$ cat src/rtl/seq_term_calc.sv
// Three-deep term history plus the next-term adders used by the checker.
module seq_term_calc #(
  parameter int DW = 32
) (
  input  logic          clk,
  input  logic          reset,
  input  logic          i_clear,
  input  logic          i_shift,
  input  logic          i_load_pred,
  input  logic [DW-1:0] i_data,
  output logic [DW-1:0] o_pred,
  output logic [DW-1:0] o_pred_next
);

  logic [DW-1:0] r_h1;
  logic [DW-1:0] r_h2;
  logic [DW-1:0] r_h3;
  logic [DW-1:0] w_load;

  assign o_pred      = r_h2 + r_h3;
  // Prediction that becomes valid after the next shift; independent of the loaded term.
  assign o_pred_next = r_h1 + r_h2;
  assign w_load      = i_load_pred ? o_pred : i_data;

  always_ff @(posedge clk or posedge reset) begin
    if (reset) begin
      r_h1 <= '0;
      r_h2 <= '0;
      r_h3 <= '0;
    end else if (i_clear) begin
      r_h1 <= '0;
      r_h2 <= '0;
      r_h3 <= '0;
    end else if (i_shift) begin
      r_h1 <= w_load;
      r_h2 <= r_h1;
      r_h3 <= r_h2;
    end
  end

endmodule

$ cat config.mk
export PLATFORM = sky130hd
export DESIGN_NAME = seq_term_calc
export DESIGN_NICKNAME = d
export VERILOG_FILES = /design/src/rtl/seq_term_calc.sv
export SDC_FILE = /design/constraint.sdc
export NUM_CORES = 1
export LEC_CHECK = 0
export ABC_AREA = 1
export BUFFER_PORTS_ARGS = -buffer_cell sky130_fd_sc_hd__buf_2
export CAP_MARGIN = 10
export CORE_UTILIZATION = 45
export CTS_CLUSTER_SIZE = 25
export DETAILED_ROUTE_END_ITERATION = 6
export PLACE_DENSITY = 0.71
export SYNTH_ARGS = -nofsm -noshare
export SYNTH_HDL_FRONTEND = slang
export SYNTH_SLANG_ARGS = --single-unit
$ cat constraint.sdc
create_clock -name clk -period 3.66 [get_ports clk]
set_input_delay 0.183 -clock clk [delete_from_list [all_inputs] [get_ports clk]]
set_output_delay 0.183 -clock clk [all_outputs]
set_load 0.05 [all_outputs]
==> results.toml <==
[yosys]
yosys_most_used_dff = "dfrtp_1"
yosysTopAreaCell = "dfrtp_1"
syn_area_sq_um = 8327
synth_enable_flop_cells = 0
synthCells = 1290
synth_top_cell_area_share_pct = 28.85
async_reset_ff_share_pct = 100.0
synth_area_leaders = "dfrtp_1 29%, nand2_1 20%, ha_1 9.3%, inv_1 8.5%, nor2_1 5.8%"
syn-num-nets = 1391
ys_warn_count = 0
yosysMostFrequentCell = "nand2_1"
ys_ff_latch = 96
syn_avg_cell_area_sq_um = 6.455
synth_cell_type_count = 43
synth_common_cells = "447 x nand2_1, 188 x inv_1, 129 x nor2_1"
seq_area_frac_synth_pct = 28.85

[global_route]
grt_pass1_wl_um = 43440
grt_max_degree = 70
grt_use_total_pct = 28.74
grt-ovfl-total = 0
antenna_found_initial = 0
first_global_vias = 8132

[critical_path]
reg2regPathDepth = 10
cpMaxStageDelayCell = "fa_1"
path_depth = 10
crit_chain = "ha_1 -> fa_1 -> nand3_1 -> nand3_1 -> nand3_1 -> nand3b_1 -> nand2_1 -> nand3_1 -> nand2_1 -> buf_2"
slowest_delay_ns = 0.44
endpoint_kind = "primary output"
critPathTopFamily = "simple AND/OR/NAND/NOR gates"
worstPathArrival_ns = 2.73
crit_top_cell = "nand3_1"
crit_type = "flop to primary output"
required_ns = 3.48
worst_setup_path_start_kind = "flop"
cp_num_buf_inv = 1
crit_fanout = 4

[sta]
worst_pin_slew_ns = 0.7538
setup_tns_ns = 0
grt_setup_unrepaired = "no"
period_needed_ns = 2.917
layout_worst_path_cycle_share_pct = 79.71
max_freq_mhz = 342.8
drv_slew = 0
fin_worst_skew_ns = 0.008769
setup_viol = 0
slew_headroom_pct = 49.75
hold_viol = 0

[drt]
vias = 8612
wl_met1_um = 12490
ant_nets = 0
drc = 0
wl_met3_um = 1691
routed.top_layer = "met4"
drt_pre_antenna_iters = 6
drt_iter0_markers = 644
drt-vias-per-instance = 5.333
routed-wl-met2_um = 12170
wl_um = 27170
wire_per_inst_um = 16.82

[die]
die_h_um = 138.0
io_pins = 101
die_area_sq_um = 19050
initial_utilization_pct = 46.20
core-area_sq_um = 18020
rows = 49
die_w_um = 138.0

[clocking]
clock_latency_ns = 0.35
h-tree-depth = 3
cts_tree = "built"
cts_buffer_depth = 2
cts_buffers = 9
cts.sinks = 96
path_clk_slew_ns = 0.07
cts_resized = 0
cts_setup_buffers = 0
hold_buffers = 1
root_buffer = "clkbuf_16"

[status]
status = "finished clean"

[pwr]
intPower_uw = 2026
p_comb_share_pct = 34.2
p_per_area_nw_per_um2 = 364.9
p_seq_share_pct = 35.4
netSwitchingPower_uw = 1390
total_power_uw = 3416
vdd_ir_drop_max_v = 0.0002513
sw_frac_of_total_pct = 40.69
power.leakage_uw = 0.005520
power_frac_clock_pct = 30.4

[place]
dpl.hpwl_um = 21800
place_congestion = 1.016
numPortBuffers = 100

[finish]
insertedDiodeCount = 0
drive_gt1_share_pct = 11.90
syn2layout_area_growth_pct = 12.44
num-nets-final = 1482

[flow_run]
cap_violations = 0

[min_path]
hold_depth = 3
hp-class = "input pin to flop"
-- layout make-up --
| type | instances | area (sq um) |
|---|---|---|
| clock buffer | 10 | 229.0 |
| inverter | 191 | 719.4 |
| sequential | 96 | 2402 |
| timing repair buffer | 107 | 568.0 |
| tap | 229 | 286.5 |
| clock inverter | 6 | 90.09 |
| multi-input combinational | 976 | 5067 |
| fill | 1866 | 8662 |
-- through the flow --
stage / setup WS, ns / std cells / hold WS, ns / instance area (sq um) / utilization, %
floorplan: 0.9716 / 1290 / 0.3634 / 8327 / -
global placement: 1.148 / 1598 / 0.3287 / 9034 / 50.12
detailed placement: 1.087 / 1598 / 0.3379 / 9034 / 50.12
CTS: 0.7641 / 1615 / 0.1170 / 9363 / 51.94
global route: 0.5603 / 1615 / 0.1286 / 9363 / 51.94
finish: 0.7427 / 1615 / 0.1264 / 9363 / 51.94
-- power groups by stage --
stage	clock network [uW]	logic, uW	registers, uW
floorplan	0	867	1190
global placement	0	1160	1220
detailed placement	0	1160	1230
CTS	1050	1170	1210
global route	1100	1250	1220
finish	1040	1170	1210
-- metal layers --
layer | GRT usage (%) | vias up
li1 | - | 4253
met1 | 40.05 | 3971
met2 | 45.45 | 330
met3 | 4.053 | 58
met4 | 10.24 | 0
met5 | 0 | -
-- worst paths after layout --
kind / startpoint / to / slack (ns)
max: r_h2[0] / o_pred[20] / 0.74
min: i_data[10] / r_h1[10] / 0.13
max reg2reg: r_h2[0] / r_h1[12] / 1.00
min reg2reg: r_h3[16] / r_h3[16] / 0.48
max in group asynchronous: reset / r_h1[23] / 2.40
min in group asynchronous: reset / r_h1[0] / 0.47
-- registers in the layout, summed over array words and instances (netlist names) --
register and count:
r_h3 32, r_h2 32, r_h1 32
-- worst reg2reg max path: cells and delay by family, from the launching register on --
kind	cells	cell delay (ns)
AND/OR/NAND/NOR	5	0.73
adder cells (fa/ha/maj)	2	0.70
flip-flops	1	0.40
AO/OA/AOI/OAI	1	0.36
XOR/XNOR	1	0.26
buffers and inverters	1	0.07
-- kinds of logic after synthesis --
group	count (synthesis)	share of synthesized area [%]
compound gates	168	11.77
xor+xnor	39	4.463
fa+ha+maj	64	9.797
buf+inv	218	10.29
flops	96	28.85
mux	1	0.1202
simple gates	704	34.71
-- cell usage in the layout, fill, tap and decap left out, types with 2 or more instances in the layout --
cell / n
a21boi_0: 3
a21o_1: 3
a21oi_1: 55
a21oi_2: 3
a22o_1: 13
buf_2: 100
buf_4: 5
bufinv_16: 2
clkbuf_16: 9
dfrtp_1: 96
fa_1: 2
ha_1: 62
inv_1: 187
inv_2: 3
inv_6: 2
nand2_1: 447
nand2_2: 19
nand3_1: 75
nand3_2: 3
nand3b_1: 4
nand4_1: 7
nor2_1: 129
nor2_2: 4
nor3_1: 9
nor3_2: 3
nor4_1: 2
o21ai_0: 56
o21ai_1: 5
o21ai_2: 2
o21bai_1: 6
o22ai_1: 16
xnor2_1: 9
xor2_1: 26
xor2_2: 4
Note: power is estimated with default switching activity, not from simulation.
